[config.mk]
export PLATFORM = sky130hd
export DESIGN_NAME = sb_arbiter
export DESIGN_NICKNAME = d
export VERILOG_FILES = /design/src/rtl/sb_arb_pkg.sv /design/src/rtl/sb_rr_arbiter.sv /design/src/rtl/sb_arbiter.sv
export SDC_FILE = /design/constraint.sdc
export NUM_CORES = 1
export LEC_CHECK = 0
export ABC_AREA = 0
export ABC_CLOCK_PERIOD_IN_PS = 5300
export BUFFER_PORTS_ARGS = -buffer_cell sky130_fd_sc_hd__buf_2
export CORE_AREA = 2 2 208 210
export CTS_BUF_LIST = sky130_fd_sc_hd__clkbuf_2 sky130_fd_sc_hd__clkbuf_4 sky130_fd_sc_hd__clkbuf_8
export DETAILED_ROUTE_END_ITERATION = 7
export DIE_AREA = 0 0 210 212
export REMOVE_ABC_BUFFERS = 1
export SLEW_MARGIN = 40
export SYNTH_ARGS = -nofsm -noshare
export SYNTH_HDL_FRONTEND = slang
export SYNTH_SLANG_ARGS = --single-unit
[constraint.sdc]
create_clock -name clk -period 5.3 [get_ports clk]
set_input_delay 0.265 -clock clk [delete_from_list [all_inputs] [get_ports clk]]
set_output_delay 0.265 -clock clk [all_outputs]
set_load 0.03 [all_outputs]
[src/rtl/sb_arb_pkg.sv]
// ============================================================================
// Module      : sb_arb_pkg
// Description : Shared types, size codes and alignment helper for sb_arbiter.
// Revision    : 1.0 - initial release
// ============================================================================
`default_nettype none

package sb_arb_pkg;

    typedef enum logic [1:0] {
        IDLE     = 2'd0,
        ISSUE    = 2'd1,
        WAIT_RSP = 2'd2,
        RESPOND  = 2'd3
    } sb_state_e;

    localparam logic [2:0] SB_SIZE_B = 3'd0;
    localparam logic [2:0] SB_SIZE_H = 3'd1;
    localparam logic [2:0] SB_SIZE_W = 3'd2;
    localparam logic [2:0] SB_SIZE_D = 3'd3;

    // Sizes above a doubleword are unsupported and reported as misaligned.
    function automatic logic sb_misaligned(input logic [2:0] addr_lo, input logic [2:0] size);
        case (size)
            SB_SIZE_B: return 1'b0;
            SB_SIZE_H: return addr_lo[0];
            SB_SIZE_W: return |addr_lo[1:0];
            SB_SIZE_D: return |addr_lo;
            default:   return 1'b1;
        endcase
    endfunction

endpackage

`default_nettype wire

[src/rtl/sb_rr_arbiter.sv]
// ============================================================================
// Module      : sb_rr_arbiter
// Description : NUM_REQ-way requester pick with round-robin pointer.
// Revision    : 1.0 - initial release
// ============================================================================
`default_nettype none

module sb_rr_arbiter #(
    parameter int NUM_REQ     = 2,
    parameter int ROUND_ROBIN = 1
) (
    input  logic               clk,
    input  logic               rst_n,
    input  logic [NUM_REQ-1:0] req_i,
    input  logic               advance_i,
    output logic               valid_o,
    output logic [1:0]         idx_o
);

    localparam logic [2:0] NUM  = 3'(NUM_REQ);
    localparam logic [1:0] LAST = 2'(NUM_REQ - 1);

    logic [1:0] ptr_q;
    logic [1:0] ptr_d;
    logic [1:0] start;
    logic [3:0] req_pad;
    logic [2:0] cand;

    assign req_pad = 4'(req_i);
    assign start   = (ROUND_ROBIN != 0) ? ptr_q : 2'd0;

    // Walk from the farthest offset down so the nearest requester wins last.
    always_comb begin
        valid_o = 1'b0;
        idx_o   = 2'd0;
        cand    = 3'd0;
        for (int i = NUM_REQ - 1; i >= 0; i--) begin
            cand = {1'b0, start} + 3'(i);
            if (cand >= NUM) begin
                cand = cand - NUM;
            end
            if (req_pad[cand[1:0]]) begin
                valid_o = 1'b1;
                idx_o   = cand[1:0];
            end
        end
    end

    always_comb begin
        ptr_d = ptr_q;
        if ((ROUND_ROBIN != 0) && advance_i) begin
            ptr_d = (idx_o == LAST) ? 2'd0 : idx_o + 2'd1;
        end
    end

    always_ff @(posedge clk or negedge rst_n) begin
        if (!rst_n) begin
            ptr_q <= 2'd0;
        end else begin
            ptr_q <= ptr_d;
        end
    end

endmodule

`default_nettype wire

[src/rtl/sb_arbiter.sv]
// ============================================================================
// Module      : sb_arbiter
// Description : One-at-a-time system-bus port sharing with alignment check
//               and response timeout watchdog.
// Revision    : 1.0 - initial release
// ============================================================================
`default_nettype none

module sb_arbiter
    import sb_arb_pkg::*;
#(
    parameter int NUM_REQ        = 2,
    parameter int ROUND_ROBIN    = 1,
    parameter int TIMEOUT_CYCLES = 256,
    parameter int ADDR_W         = 64,
    parameter int DATA_W         = 64
) (
    input  logic                      clk,
    input  logic                      rst_n,
    input  logic [NUM_REQ-1:0]        req_valid,
    output logic [NUM_REQ-1:0]        req_ready,
    input  logic [NUM_REQ-1:0]        req_we,
    input  logic [NUM_REQ*ADDR_W-1:0] req_addr,
    input  logic [NUM_REQ*DATA_W-1:0] req_wdata,
    input  logic [NUM_REQ*3-1:0]      req_size,
    output logic [NUM_REQ-1:0]        rsp_valid,
    output logic [DATA_W-1:0]         rsp_rdata,
    output logic                      rsp_error,
    output logic                      mem_req_valid,
    input  logic                      mem_req_ready,
    output logic                      mem_we,
    output logic [ADDR_W-1:0]         mem_addr,
    output logic [DATA_W-1:0]         mem_wdata,
    output logic [2:0]                mem_size,
    input  logic                      mem_rsp_valid,
    input  logic [DATA_W-1:0]         mem_rdata,
    input  logic                      mem_rsp_error,
    output logic                      busy,
    output logic [1:0]                grant_id
);

    localparam int             CNT_W   = (TIMEOUT_CYCLES > 2) ? $clog2(TIMEOUT_CYCLES) : 1;
    localparam logic [CNT_W-1:0] CNT_MAX = CNT_W'(TIMEOUT_CYCLES - 1);

    sb_state_e         state_q, state_d;
    logic              we_q, we_d;
    logic [ADDR_W-1:0] addr_q, addr_d;
    logic [DATA_W-1:0] wdata_q, wdata_d;
    logic [2:0]        size_q, size_d;
    logic [1:0]        grant_q, grant_d;
    logic [DATA_W-1:0] rdata_q, rdata_d;
    logic              err_q, err_d;
    logic [CNT_W-1:0]  cnt_q, cnt_d;

    logic              arb_valid;
    logic [1:0]        arb_idx;
    logic              arb_advance;
    logic [3:0]        win_oh;
    logic [3:0]        grant_oh;

    // Pad per-requester fields to four slots so a 2-bit index is always legal.
    logic [3:0]        we_pad;
    logic [ADDR_W-1:0] addr_arr  [4];
    logic [DATA_W-1:0] wdata_arr [4];
    logic [2:0]        size_arr  [4];

    for (genvar g = 0; g < 4; g++) begin : g_unpack
        if (g < NUM_REQ) begin : g_used
            assign we_pad[g]    = req_we[g];
            assign addr_arr[g]  = req_addr[g*ADDR_W +: ADDR_W];
            assign wdata_arr[g] = req_wdata[g*DATA_W +: DATA_W];
            assign size_arr[g]  = req_size[g*3 +: 3];
        end else begin : g_pad
            assign we_pad[g]    = 1'b0;
            assign addr_arr[g]  = '0;
            assign wdata_arr[g] = '0;
            assign size_arr[g]  = 3'd0;
        end
    end

    sb_rr_arbiter #(
        .NUM_REQ     (NUM_REQ),
        .ROUND_ROBIN (ROUND_ROBIN)
    ) u_arb (
        .clk       (clk),
        .rst_n     (rst_n),
        .req_i     (req_valid),
        .advance_i (arb_advance),
        .valid_o   (arb_valid),
        .idx_o     (arb_idx)
    );

    assign arb_advance = (state_q == IDLE) && arb_valid;
    assign win_oh      = 4'b0001 << arb_idx;
    assign grant_oh    = 4'b0001 << grant_q;

    always_ff @(posedge clk or negedge rst_n) begin
        if (!rst_n) begin
            state_q <= IDLE;
            we_q    <= 1'b0;
            addr_q  <= '0;
            wdata_q <= '0;
            size_q  <= 3'd0;
            grant_q <= 2'd0;
            rdata_q <= '0;
            err_q   <= 1'b0;
            cnt_q   <= '0;
        end else begin
            state_q <= state_d;
            we_q    <= we_d;
            addr_q  <= addr_d;
            wdata_q <= wdata_d;
            size_q  <= size_d;
            grant_q <= grant_d;
            rdata_q <= rdata_d;
            err_q   <= err_d;
            cnt_q   <= cnt_d;
        end
    end

    always_comb begin
        state_d = state_q;
        we_d    = we_q;
        addr_d  = addr_q;
        wdata_d = wdata_q;
        size_d  = size_q;
        grant_d = grant_q;
        rdata_d = rdata_q;
        err_d   = err_q;
        cnt_d   = cnt_q;
        case (state_q)
            IDLE: begin
                if (arb_valid) begin
                    grant_d = arb_idx;
                    we_d    = we_pad[arb_idx];
                    addr_d  = addr_arr[arb_idx];
                    wdata_d = wdata_arr[arb_idx];
                    size_d  = size_arr[arb_idx];
                    rdata_d = '0;
                    err_d   = 1'b0;
                    if (sb_misaligned(addr_arr[arb_idx][2:0], size_arr[arb_idx])) begin
                        err_d   = 1'b1;
                        state_d = RESPOND;
                    end else begin
                        state_d = ISSUE;
                    end
                end
            end
            ISSUE: begin
                if (mem_req_ready) begin
                    cnt_d   = '0;
                    state_d = WAIT_RSP;
                end
            end
            WAIT_RSP: begin
                // A response arriving on the final count still takes priority.
                if (mem_rsp_valid) begin
                    rdata_d = we_q ? '0 : mem_rdata;
                    err_d   = mem_rsp_error;
                    state_d = RESPOND;
                end else if (cnt_q == CNT_MAX) begin
                    rdata_d = '0;
                    err_d   = 1'b1;
                    state_d = RESPOND;
                end else begin
                    cnt_d = cnt_q + 1'b1;
                end
            end
            RESPOND: begin
                state_d = IDLE;
            end
            default: begin
                state_d = IDLE;
            end
        endcase
    end

    always_comb begin
        req_ready     = '0;
        rsp_valid     = '0;
        mem_req_valid = 1'b0;
        case (state_q)
            IDLE:    req_ready     = arb_valid ? win_oh[NUM_REQ-1:0] : '0;
            ISSUE:   mem_req_valid = 1'b1;
            RESPOND: rsp_valid     = grant_oh[NUM_REQ-1:0];
            default: ;
        endcase
    end

    assign busy      = (state_q != IDLE);
    assign grant_id  = grant_q;
    assign rsp_rdata = rdata_q;
    assign rsp_error = err_q;
    assign mem_we    = we_q;
    assign mem_addr  = addr_q;
    assign mem_wdata = wdata_q;
    assign mem_size  = size_q;

endmodule

`default_nettype wire

Word level (Yosys, flattened, before mapping)

Cells that the tools add are included.

Register bits: 211
Bits of input ports: 335

$add $sub $neg: 5
Magnitude comparators: 6
Equal/unequal tests: 13
Shift-type cells: 2
Muxes and demuxes: 49
Bitwise operators: 1
Reductions and logical operators: 12

Operators with widths:

| operator            | count |
|---|---|
| $mux 64             | 8 |
| $bmux 64 s2         | 2 |
| $pmux 64 s2         | 1 |
| $mux 2              | 13 |
| $mux 8              | 3 |
| $pmux 8 s2          | 1 |
| $mux 1              | 12 |
| $lt 2x3->1 const B  | 3 |
| $add 8x1->8 const B | 1 |
| $eq 8x8->1 const B  | 1 |
| $ne 2x2->1 const B  | 4 |
| $pmux 2 s4          | 1 |
| $bmux 1 s2          | 3 |
| $bmux 3 s2          | 1 |
| $eq 3x2->1 const B  | 2 |
| $mux 3              | 2 |
| $reduce_and 3->1    | 2 |
| $reduce_bool 2->1   | 3 |
| $eq 2x1->1 const B  | 2 |
| $eq 2x2->1 const B  | 2 |
| $pmux 1 s4          | 1 |
| $reduce_and 4->1    | 1 |
| $shl 1x2->2 const A | 2 |
| $sub 2x2->2 const B | 2 |
| other kinds (15)    | 15 |

Depth between registers and ports, before layout

Gate-level depths: netlist of run 1.

Word-level depth: 18
Gate-level depth with buffers: 9
Gate-level depth less buffers: 7

Hierarchy

From an unflattened synthesis of run 1, not the netlist that was laid out.

Cells, all modules: 944
Area total of the unflattened synthesis: 9774.4 µm²

Modules (own cells, without submodules):

| module        | instances | cells each | area each (µm²) |
|---|---|---|---|
| sb_arbiter    | 1         | 933        | 9671.8 |
| sb_rr_arbiter | 1         | 11         | 102.6 |

Least setup slack after synthesis of run 1

OpenSTA, ideal clock, no wires.

Path kind: reg2reg
From: register state_q[1]
To: register cnt_q[5]
Library setup time: 126 ps
Data arrival time: 1724 ps
Required time: 5174 ps
Path slack: 3450 ps
Cell stages (with the launch flop): 9
Path buffers: 1
Clock period less this slack: 1850 ps
Cells stage by stage: dfrtp_1 -> inv_1 -> ha_1 -> nand2b_1 -> a21o_1 -> buf_6 -> nor4_1 -> xnor2_1 -> nor2_1

Word-level cells in the longest chain between the ends: 3

Ends and longest elaborated chain:

| element                                                                 | line              | text |
|---|---|---|
| start: declaration                                                      | sb_arbiter.sv:45  | `sb_state_e state_q, state_d;` |
| start signal: assignment                                                | sb_arbiter.sv:109 | `state_q <= state_d;` |
| $eq 2x2->1 / $eq 2x1->1 (equally long branches)                         | sb_arbiter.sv:131 | `case (state_q)` |
| $ne 2x2->1 (no source line) / $reduce_bool 2->1 (equally long branches) | --                |  |
| $reduce_and 4->1 (no source line)                                       | --                |  |
| end signal: assignment                                                  | sb_arbiter.sv:117 | `cnt_q <= cnt_d;` |
| end: declaration                                                        | sb_arbiter.sv:53  | `logic [CNT_W-1:0] cnt_q, cnt_d;` |

Parallel ways exist; a longest one is shown, timed or not.
A chain may end at the register's enable or synchronous reset.

Final worst setup path of run 1

From: register state_q[1]
To: register wdata_q[17] (netlist: mem_wdata[17])

Word-level cells in the longest chain between the ends: 2

Ends and longest elaborated chain:

| element                           | line              | text |
|---|---|---|
| $logic_not 2->1                   | sb_arbiter.sv:131 |  |
| $reduce_and 2->1 (no source line) | --                |  |
| end signal: assignment            | sb_arbiter.sv:112 | `wdata_q <= wdata_d;` |
| end: declaration                  | sb_arbiter.sv:48  | `logic [DATA_W-1:0] wdata_q, wdata_d;` |

Every way passes these cells.

==> flow_metrics.py, run 1 <==
metrics = {
    "worst_setup_path": {
        "r2r_cells": 10,
        "timing.rr.end": "mem_wdata[17]",
        "worst_path_dominant_cell_family": "buffers and inverters",
        "slowest_delay_ps": 680,
        "crit_type": "register to register",
        "timing.rr.start": "state_q[1]",
        "crit_required_ps": 5800,
        "path_max_fanout": 66,
        "crit_top_cell": "buf_4",
        "reg2reg_slack_ps": 1420,
        "crit_start": "state_q[1]",
        "crit_slowest_cell": "buf_4",
        "critPathCapture": "mem_wdata[17]",
        "path_buf_inv": 6,
        "crit_path_end_kind": "register",
        "cp_cell_sequence": "inv_1 -> ha_1 -> o21ai_4 -> buf_4 -> nor2b_4 -> buf_4 -> buf_4 -> a222oi_1 -> dlygate4sd3_1 -> inv_1",
        "crit_arrival_ps": 4380,
        "worstSetupStartpointType": "register",
        "critical_path_depth": 10,
    },
    "power": {
        "peakVddDrop_uv": 328,
        "combPwrFrac": 0.547,
        "switching_share": 0.443,
        "internal-power_mw": 5.39,
        "power_frac_seq": 0.287,
        "leakagePower_nw": 8.28,
        "switchingPower_mw": 4.28,
        "p_per_area_nw_per_um2": 600,
        "clock_power_share": 0.166,
    },
    "grt": {
        "grt_max_degree": 108,
        "overflow": 0,
        "grt_pass1_wl_um": 56200,
        "grt_pass1_vias": 11000,
        "use_met2": 0.269,
        "antenna_found_initial": 0,
        "grt_use_met1": 0.178,
        "busiest_layer": "met2",
        "grt_usage": 0.158,
        "use_met3": 0.0511,
    },
    "synthesis": {
        "ys.flop_type": "dfrtp_1",
        "synthDistinctLibCells": 38,
        "synth_warnings": 0,
        "netlist_area_um2": 8810,
        "synth_top_area_frac": 0.600,
        "ys_ff_latch": 211,
        "synth_area_leaders": "dfrtp_1 (60%), a222oi_1 (14%), nand2_1 (6.0%), inv_1 (5.6%), o21ai_1 (4.0%)",
        "synth_edf_count": 0,
        "synth.avg_cell_area_um2": 10.7,
        "yosys.area.top_type": "dfrtp_1",
        "postSynth.asyncResetShare": 1.00,
        "synth_cells": 823,
        "yosysSeqAreaShare": 0.600,
    },
    "cts": {
        "cts_setup_buffers": 0,
        "cts_buffers": 41,
        "clock_latency_ps": 570,
        "cts_resized": 0,
        "clkSinkCount": 211,
        "path_clk_slew_ps": 60,
        "cts_buffer_depth": 3,
        "cts_tree": "built",
        "ctsHoldBuffers": 329,
        "clock-root-buffer": "clkbuf_8",
        "htree_num_levels": 2,
    },
    "timing": {
        "timing.final.ws_setup_ps": 1420,
        "clock.fmax_mhz": 258,
        "clock_skew_ps": 32.7,
        "slew_viol_final": 0,
        "setup_viol": 0,
        "fin_crit_ps": 3880,
        "timing.hold.ws_ps": 73.0,
        "post-route-period-util": 0.732,
        "rsz0062_at_grt": "false",
        "slew_headroom": 0.416,
        "report.final.hold_viol_count": 0,
        "tightest_slew_ps": 876,
    },
    "floorplan": {
        "std_cell_rows": 76,
        "die_area_um2": 44500,
        "fp.coreArea_um2": 42500,
        "ioPinCount": 540,
        "die_w_um": 210,
        "die_h_um": 212,
        "initial_core_util": 0.207,
    },
    "cells_and_area": {
        "final_core_util": 0.379,
        "fin_cells": 2252,
        "multiInputGateArea_um2": 2740,
        "layout-drive-gt1-share": 0.367,
        "fillers": 4085,
        "area_growth_pct": 83.0,
        "fin_nets": 2020,
        "regArea_um2": 5280,
    },
    "placement": {
        "hpwlAfterDp_um": 22600,
        "gp_congestion": 0.848,
        "portBuffers": 539,
        "pre_cts_ws_ps": 2110,
        "place_inst": 1853,
    },
    "detailed_routing": {
        "vias": 10300,
        "antenna_left": 0,
        "wl_per_cell_um": 16.5,
        "wirelength_um": 37300,
        "vias_per_cell": 4.59,
        "drtIter0Drc": 1133,
        "drc_errors": 24,
        "first_pass_iters": 8,
    },
    "run": {
        "drv_cap": 0,
    },
    "outcome": {
        "status": "finished with violations",
        "violations": "design-rule violations",
    },
    "hold_path": {
        "hold_path.class": "input pin to register",
    },
}
==> logic make-up (layout without fill, tap and decap cells) <==
kind of cell	after synthesis	after routing	synth area share
fa+ha+maj	5	5	0.00710
buf+inv	197	1079	0.0928
other cells	0	1	0
simple gates	174	174	0.0811
xor+xnor	4	4	0.00398
compound gates	225	225	0.207
mux	7	7	0.00796
flops	211	211	0.600
==> per-layer routing <==
| metal | vias up | wire (um) |
|---|---|---|
| met4 | 0 | 1660 |
| met1 | 4950 | 14200 |
| met2 | 606 | 18100 |
| met5 | - | 0 |
| li1 | 4668 | - |
| met3 | 120 | 3300 |
==> stage by stage <==
stage	cell area [um2]	power (mW)	TNS, ps
finish	16100	9.67	0
global route	16100	10.3	0
floorplan	8480	5.53	-78420
global placement	12000	6.86	0
CTS	16100	9.61	0
detailed placement	12000	6.95	0
==> sequential cells by signal, indices dropped and copies added (netlist names) <==
name	flops
rsp_rdata	64
mem_wdata	64
state_q	2
mem_size	3
grant_id	2
mem_we	1
cnt_q	8
rsp_error	1
u_arb.ptr_q	2
mem_addr	64
==> cells in the mapped netlist, types with 2 or more instances <==
master,number
dfrtp_1,211
nand2_1,141
inv_1,132
a222oi_1,126
o21ai_1,70
buf_2,29
clkbuf_1,25
nor2_1,8
mux2i_1,7
o21ai_0,6
a21o_1,5
ha_1,5
buf_1,4
buf_6,4
nand2b_1,4
nor3_1,4
xnor2_1,4
a21oi_1,3
buf_4,3
nand3_1,3
o21bai_1,3
a211oi_1,2
a22oi_1,2
and2_1,2
nand4_1,2
nor3b_1,2
nor4_1,2
o21a_1,2
o21ai_4,2
o22ai_1,2
==> layout make-up <==
type | instances | area share
Inverter | 132 | 0.0307
Timing Repair Buffer | 879 | 0.380
Clock buffer | 60 | 0.0462
Antenna cell | 1 | 0.000155
Clock inverter | 8 | 0.00326
Multi-Input combinational cell | 415 | 0.170
Tap cell | 546 | 0.0424
Sequential cell | 211 | 0.328
==> worst min-delay path by stage <==
| stage | from | endpoint | slack (ps) | depth (start not counted) |
|---|---|---|---|---|
| after detailed placement | rst_n | mem_addr[40] | 370 | 1 |
| after global placement | rst_n | mem_addr[16] | 360 | 1 |
| after floorplan | rst_n | cnt_q[0] | -30 | 0 |
| after CTS | req_addr[65] | mem_addr[1] | 10 | 3 |
| final | req_addr[65] | mem_addr[1] | 70 | 3 |
| after global routing | req_addr[65] | mem_addr[1] | 50 | 3 |
==> power by group through the flow <==
stage	clock network [mW]	logic, mW	registers (mW)
floorplan	0	1.51	4.02
global placement	0	4.13	2.73
detailed placement	0	4.20	2.75
CTS	1.68	5.20	2.74
global route	1.76	5.67	2.84
finish	1.61	5.29	2.77
==> worst reg2reg max path: stages, from the launching register on <==
cell           delay, ps
dfrtp_1              400
inv_1                110
ha_1                 290
o21ai_4               80
buf_4                320
nor2b_4              330
buf_4                560
buf_4                690
a222oi_1             340
dlygate4sd3_1        640
inv_1                 60
==> cells in the final DEF (no fill, tap or decap), drive strengths merged, types with 2 or more instances in the layout <==
| cell type | instances |
|---|---|
| inv | 132 |
| nor3b | 2 |
| a21oi | 3 |
| nor2b | 2 |
| and2 | 2 |
| a211oi | 2 |
| clkbuf | 60 |
| buf | 550 |
| o21bai | 3 |
| nand4 | 2 |
| nand2b | 4 |
| nor4 | 2 |
| mux2i | 7 |
| nor3 | 4 |
| dlygate4sd3 | 329 |
| nand2 | 141 |
| clkinvlp | 5 |
| a222oi | 126 |
| nand3 | 3 |
| o22ai | 2 |
| ha | 5 |
| nor2 | 9 |
| clkinv | 3 |
| dfrtp | 211 |
| a22oi | 2 |
| xnor2 | 4 |
| o21a | 2 |
| o21ai | 78 |
| a21o | 5 |
Power figures use the tool's default switching activity.
==> run 2, diff against run 1 <==
- ABC_CLOCK_PERIOD_IN_PS: 5300 -> 3900
- CORE_AREA: 2 2 208 210 -> 2 2 209 211
- DIE_AREA: 0 0 210 212 -> 0 0 211 213
- clock period: 5.3 -> 3.9 ns (I/O delays scaled with it)
==> run 2 against run 1 <==
The run still ends with design-rule violations left. Combinational power increased by 36%. Highest routed layer unchanged. Flip-flop and latch count unchanged. Hold slack improved by 140 ps. Critical path type unchanged. Sequential share of layout area decreased by 0.096 points. Cell count about the same. Global-route usage decreased by 0.30 points. Largest cell class unchanged.
==> flow_metrics.py, run 2 (synthesis results as in run 1) <==
metrics = {
    "timing": {
        "setup_viol": 0,
        "timing.final.ws_setup_ps": 958,
        "slew_viol_final": 0,
        "fin_crit_ps": 2940,
        "clock_skew_ps": 13.7,
        "report.final.hold_viol_count": 0,
        "slew_headroom": 0.529,
        "rsz0062_at_grt": "false",
        "post-route-period-util": 0.754,
        "tightest_slew_ps": 707,
        "clock.fmax_mhz": 340,
    },
    "detailed_routing": {
        "vias": 10200,
        "first_pass_iters": 8,
        "wl_per_cell_um": 16.2,
        "wirelength_um": 36600,
        "vias_per_cell": 4.51,
        "antenna_left": 0,
        "drtIter0Drc": 1102,
        "drc_errors": 3,
    },
    "worst_setup_path": {
        "worstSetupStartpointType": "register",
        "crit_top_cell": "inv_1",
        "r2r_cells": 8,
        "slowest_delay_ps": 620,
        "crit_type": "register to register",
        "timing.rr.start": "state_q[1]",
        "crit_path_end_kind": "register",
        "crit_required_ps": 4400,
        "crit_arrival_ps": 3440,
        "reg2reg_slack_ps": 960,
        "crit_slowest_cell": "dlygate4sd3_1",
        "critPathCapture": "mem_wdata[4]",
        "timing.rr.end": "mem_wdata[4]",
        "path_max_fanout": 35,
        "crit_start": "state_q[1]",
        "cp_cell_sequence": "inv_1 -> ha_1 -> inv_1 -> nor2_4 -> buf_4 -> a222oi_1 -> dlygate4sd3_1 -> inv_1",
    },
    "power": {
        "peakVddDrop_uv": 355,
        "p_per_area_nw_per_um2": 814,
        "leakagePower_nw": 8.31,
    },
    "cells_and_area": {
        "layout-drive-gt1-share": 0.366,
        "mostFrequentLayoutCells": "buf_2 (538), dlygate4sd3_1 (331), dfrtp_1 (211)",
        "area_growth_pct": 83.6,
        "final_core_util": 0.379,
        "fin_cells": 2253,
        "fin_nets": 2022,
        "layout_commonest_cell": "buf_2",
    },
    "floorplan": {
        "die_area_um2": 44900,
        "die_w_um": 211,
        "std_cell_rows": 76,
        "ioPinCount": 540,
        "fp.coreArea_um2": 42700,
        "die_h_um": 213,
        "initial_core_util": 0.206,
    },
    "grt": {
        "grt_usage": 0.155,
        "use_met3": 0.0538,
        "overflow": 0,
        "antenna_found_initial": 3,
        "grt_use_met1": 0.181,
        "use_met2": 0.263,
        "grt_pass1_vias": 10400,
        "grt_max_degree": 129,
        "busiest_layer": "met2",
        "grt_pass1_wl_um": 55300,
    },
    "hold_path": {
        "hold_path.class": "input pin to asynchronous set/reset pin",
    },
    "cts": {
        "cts_buffer_depth": 3,
        "clock-root-buffer": "clkbuf_8",
        "clkSinkCount": 211,
        "cts_buffers": 40,
        "ctsHoldBuffers": 331,
        "cts_setup_buffers": 0,
        "cts_resized": 0,
        "cts_tree": "built",
        "htree_num_levels": 2,
        "clock_latency_ps": 550,
        "path_clk_slew_ps": 60,
    },
    "outcome": {
        "status": "finished with violations",
        "violations": "design-rule violations",
    },
    "placement": {
        "portBuffers": 539,
        "pre_cts_ws_ps": 1540,
        "place_inst": 1855,
        "gp_congestion": 0.859,
        "hpwlAfterDp_um": 22800,
    },
    "run": {
        "drv_cap": 0,
    },
}
run 2: area by class of cell:
type,instances,area [um2]
fillers,4084,26500
repair buffers,882,6180
flip-flops and latches,211,5280
multi-input cells,415,2740
clock buffers,62,741
well taps,546,683
inverters,132,495
clock inverters,3,40.0
diodes,2,5.00
run 2: worst min path at each step:
| stage | start | to | slack (ps) | cells past startpoint |
|---|---|---|---|---|
| final | rst_n | mem_wdata[2] | 220 | 2 |
| after global placement | rst_n | mem_wdata[2] | 190 | 1 |
| after detailed placement | rst_n | mem_addr[15] | 190 | 1 |
| after global routing | rst_n | mem_addr[15] | 200 | 2 |
| after floorplan | rst_n | cnt_q[0] | -100 | 0 |
| after CTS | rst_n | mem_addr[15] | 140 | 2 |
run 2: worst max-delay path, delay by kind of cell (launching register included):
family,cells,cell delay (ps)
buffers and inverters,5,1440
and+or+nand+nor,1,580
DFF,1,400
adders and majority gates,1,280
AOI/OAI and AO/OA,1,170
run 2: power by group:
group | internal, mW | switching [mW]
clock network | 1.26 | 0.914
logic | 2.99 | 4.23
registers | 3.16 | 0.602
total | 7.41 | 5.75
run 2: layer usage:
metal,wire (um),up-vias
met5,0,-
met4,1190,0
met3,3210,91
met2,17900,533
met1,14300,4867
li1,-,4680
run 2: stage by stage:
| stage | hold slack, ps | instance area (um2) | power [mW] | TNS, ps |
|---|---|---|---|---|
| after floorplan | -101 | 8480 | 7.49 | -350550 |
| after global placement | 186 | 12000 | 9.36 | 0 |
| after detailed placement | 187 | 12100 | 9.51 | 0 |
| after CTS | 143 | 16200 | 13.1 | 0 |
| after global routing | 203 | 16200 | 14.0 | 0 |
| final | 217 | 16200 | 13.2 | 0 |
